## config.mk

```make
export PLATFORM = sky130hd
export DESIGN_NAME = tdm_demux_4ch
export DESIGN_NICKNAME = d
export VERILOG_FILES = /design/src/rtl/tdm_demux_4ch.sv
export SDC_FILE = /design/constraint.sdc
export NUM_CORES = 1
export LEC_CHECK = 0
export CAP_MARGIN = 0
export CORE_MARGIN = 2
export CORE_UTILIZATION = 30
export CTS_BUF_LIST = sky130_fd_sc_hd__clkbuf_8
export DETAILED_ROUTE_END_ITERATION = 10
export PLACE_DENSITY = 0.54
export SLEW_MARGIN = 10
export SYNTH_ARGS = -nofsm -noshare
export SYNTH_HDL_FRONTEND = slang
export SYNTH_SLANG_ARGS = --single-unit
```

## constraint.sdc

```tcl
create_clock -name clk -period 1.8 [get_ports clk]
set_clock_uncertainty 0.1 [all_clocks]
set_input_delay 0.27 -clock clk [delete_from_list [all_inputs] [get_ports clk]]
set_output_delay 0.27 -clock clk [all_outputs]
set_load 0.01 [all_outputs]
```

## src/rtl/tdm_demux_4ch.sv

```systemverilog
// Receive side of a 4-slot TDM link: tracks slot position from a frame-sync flag,
// collects beats into shadow registers and publishes whole frames with a valid strobe.
module tdm_demux_4ch #(
  parameter int WIDTH      = 1,
  parameter bit CHECK_SYNC = 1'b1
) (
  input  logic             clk,
  input  logic             rst,
  input  logic             in_valid,
  input  logic [WIDTH-1:0] in_data,
  input  logic             in_sync,
  output logic [WIDTH-1:0] out_a,
  output logic [WIDTH-1:0] out_b,
  output logic [WIDTH-1:0] out_c,
  output logic [WIDTH-1:0] out_d,
  output logic             out_valid,
  output logic             locked,
  output logic [1:0]       slot,
  output logic             sync_err
);

  typedef enum logic {HUNT, RUN} state_t;

  state_t           state;
  logic [WIDTH-1:0] shadow_a, shadow_b, shadow_c;

  assign locked = (state == RUN);

  always_ff @(posedge clk) begin
    if (rst) begin
      state     <= HUNT;
      slot      <= 2'd0;
      shadow_a  <= '0;
      shadow_b  <= '0;
      shadow_c  <= '0;
      out_a     <= '0;
      out_b     <= '0;
      out_c     <= '0;
      out_d     <= '0;
      out_valid <= 1'b0;
      sync_err  <= 1'b0;
    end else begin
      out_valid <= 1'b0;
      sync_err  <= 1'b0;
      if (in_valid) begin
        case (state)
          HUNT: begin
            if (in_sync) begin
              shadow_a <= in_data;
              slot     <= 2'd1;
              state    <= RUN;
            end
          end
          RUN: begin
            if (slot == 2'd0) begin
              // Missing sync at a frame boundary means we lost alignment.
              if (in_sync || !CHECK_SYNC) begin
                shadow_a <= in_data;
                slot     <= 2'd1;
              end else begin
                sync_err <= 1'b1;
                slot     <= 2'd0;
                state    <= HUNT;
              end
            end else if (in_sync) begin
              // Early sync: drop the partial frame and restart on this beat.
              sync_err <= 1'b1;
              shadow_a <= in_data;
              slot     <= 2'd1;
            end else begin
              case (slot)
                2'd1: begin
                  shadow_b <= in_data;
                  slot     <= 2'd2;
                end
                2'd2: begin
                  shadow_c <= in_data;
                  slot     <= 2'd3;
                end
                default: begin
                  out_a     <= shadow_a;
                  out_b     <= shadow_b;
                  out_c     <= shadow_c;
                  out_d     <= in_data;
                  out_valid <= 1'b1;
                  slot      <= 2'd0;
                end
              endcase
            end
          end
          default: state <= HUNT;
        endcase
      end
    end
  end

endmodule

```

==> summary.md <==
| Metric | Value |
|---|---|
| Max_cap viols | 0 |
| Ranking of synthesized cells by area | dfxtp_1 (44%), ha_1 (11%), mux2i_1 (11%), nor2_1 (5.5%), inv_1 (3.4%) |
| Filler instances | 178 |
| Die Footprint | 2170 sq um |
| Setup tns final | 0 ns |
| Dpl ws | 0.00378 ns |
| Row count | 15 |
| Crit share post-route | 91.8% |
| Status | finished clean |
| Total gr overflow | 0 |
| Most frequent cell after synthesis | dfxtp_1 |
| Final hold violations | 0 |
| Clock root cell | clkbuf_8 |
| Final worst slack | 0.147 ns |
| Max incr delay on CP | 0.59 ns |
| HPWL Detailed | 811 microns |
| VDD IR max | 447 uV |
| CP bufs+invs | 1 |
| Max reg flops | 2 |
| Largest net degree at the start of global routing | 12 |
| Max-slew violation count | 0 |
| Number of buffers created by CTS | 3 |
| Setup violations, final | 0 |
| Post-Syn Area | 544 sq um |
| Hold Startpoint | shadow_a |
| Drt pass-1 iters | 3 |
| Crit path max-delay family | buffers and inverters |
| Register area | 240 sq um |
| Fin nets | 85 |
| Die Span Y | 46.6 microns |
| Critical Path Start Type | flop |
| FF-to-FF End | out_c |
| Worst Hold Path Cells | 2 |
| Core Region | 1710 sq um |
| Critical path class | reg -> out |
| Critical Path Fanout Max | 8 |
| Main synth FF type | dfxtp_1 |
| Initial core utilization | 31.9% |
| Initial antenna violation count | 0 |
| Crit path time final | 1.65 ns |
| Synthesis Warnings | 0 |
| CTS resizes | 0 |
| RD Place Congestion | 0.691 |
| # diodes | 0 |
| Hold Buf Count CTS | 0 |
| Cell count after synthesis | 55 |
| Arr. time, crit path | 1.28 ns |
| Syn Area/Cell | 9.90 sq um |
| Crit path launch | locked |
| Bufs on Longest Clock Path | 2 |
| Synth top area share | 44.1% |
| CP cell instances | clkdlybuf4s50_1 |
| Slowest-stage cell, CP | clkdlybuf4s50_1 |
| Slew Limit Headroom | 83.0% |
| I/O Pins | 14 |
| Die Wd | 46.6 microns |
| TritonCTS clock tree | yes |
| Clock Latency Late Sink | 0.24 ns |
| Setup Fix Bufs, Post-CTS | 0 |
| Number of global-route vias before repair | 376 |
| Max Fclk | 605 MHz |
| Asr flop ratio synth | 0% |
| DRC | 0 |
| Worst-margin pin slew | 0.253 ns |
| # port buffers | 13 |
| Sinks on the clock net | 12 |
| Top post-synthesis cells by count | dfxtp_1 (12), nor2_1 (8), mux2i_1 (6) |
| Layout cells sized above 1 | 16.2% |
| Top reg by flops | slot |
| P&R area growth vs syn | 43.2% |
| Net Count, Synth | 65 |
| Gr usage total | 11.1% |
| PwrDens | 806 nW/um^2 |
| R2R setup slack | 0.17 ns |
| Post-synthesis sequential area ratio | 44.1% |
| 1st-iter DRT viols | 6 |
| Worst Path Required | 1.43 ns |
| Synth cell types | 20 |
| Clk slew on worst S/H paths | 0.05 ns |
| Number of synthesized flops with an enable pin | 0 |
| Finished Layout Cells | 99 |
| Routed via count | 430 |
| Pleak | 0.346 nW |
| Hold Crit Class | reg -> reg |
| H-tree levels | 1 |
| Worst setup EP type | primary output |
| Vias per inst | 4.34 |
| Antenna viol nets, final | 0 |
| Post-synth top area cell | dfxtp_1 |
| RR Startpoint | slot[0] |
| First-pass GRT wire length | 1.55 mm |
| Routed wire length per instance | 10.5 microns |
| Area of the multi-input gates | 267 sq um |
| Placed Instances | 94 |
| Yosys reg bits | 12 |
| RSZ-0062 raised after global routing | false |
| Hold Path Sink | shadow_a |
| R2R depth | 8 |
| Post-Route WL | 1.04 mm |
[worst max path at each step]
stage | to | cells after the start
floorplan | out_a | 7
global placement | out_d | 6
detailed placement | out_c | 6
CTS | out_c | 7
global route | out_d | 8
finish | locked | 1
[cell usage in the layout (no fill, tap or decap)]
cell | synthesis | routed
a211oi_1 | 1 | 1
a21oi_1 | 2 | 2
a311oi_1 | 1 | 1
buf_4 | 2 | 5
clkbuf_8 | 0 | 4
clkdlybuf4s50_1 | 0 | 13
dfxtp_1 | 12 | 12
ha_1 | 5 | 5
inv_1 | 5 | 5
mux2i_1 | 6 | 6
nand2_1 | 2 | 2
nand2_2 | 1 | 1
nand3_1 | 1 | 1
nand4_1 | 2 | 2
nand4b_1 | 1 | 1
nor2_1 | 8 | 8
nor3_1 | 1 | 1
nor3b_1 | 1 | 1
o21a_1 | 1 | 1
o32ai_2 | 1 | 1
or4_4 | 1 | 1
[logic make-up after synthesis]
kind of cell | synth area share [%]
and+or+nand+nor | 17.2
buffers and inverters | 6.90
adders and majority gates | 11.5
DFF | 44.1
muxes | 11.0
AOI/OAI and AO/OA | 9.20
[metrics by stage]
step / hold slack, ns / total power [mW] / area (sq um) / util, %
final: 0.357 / 0.629 / 779 / 45.6
after global routing: 0.395 / 0.657 / 779 / 45.6
after CTS: 0.361 / 0.638 / 772 / 45.2
after detailed placement: 0.351 / 0.345 / 717 / 42.0
after global placement: 0.356 / 0.346 / 717 / 42.0
after floorplan: 0.285 / 0.315 / 544 / -
[where the power goes]
| group | internal (mW) | switching [mW] |
|---|---|---|
| Sequential | 0.271 | 0.00585 |
| Clock | 0.193 | 0.0957 |
| Combinational | 0.0330 | 0.0296 |
| Total | 0.497 | 0.131 |
[area by class of cell]
cell class | count | area share (%)
well taps | 25 | 4.01
repair buffers | 18 | 21.5
inverters | 5 | 2.41
multi-input cells | 35 | 34.2
flip-flops and latches | 12 | 30.8
clock buffers | 4 | 7.06
[metal layers]
metal	track usage [%]	wire length, microns	share of wire, %	up-vias
li1	-	-	-	228
met1	14.6	547	52	189
met2	13.9	432	41	8
met3	2.35	22	2.1	5
met4	12.0	40	3.8	0
met5	0	0	0	-
(Power assumes the default switching activity.)
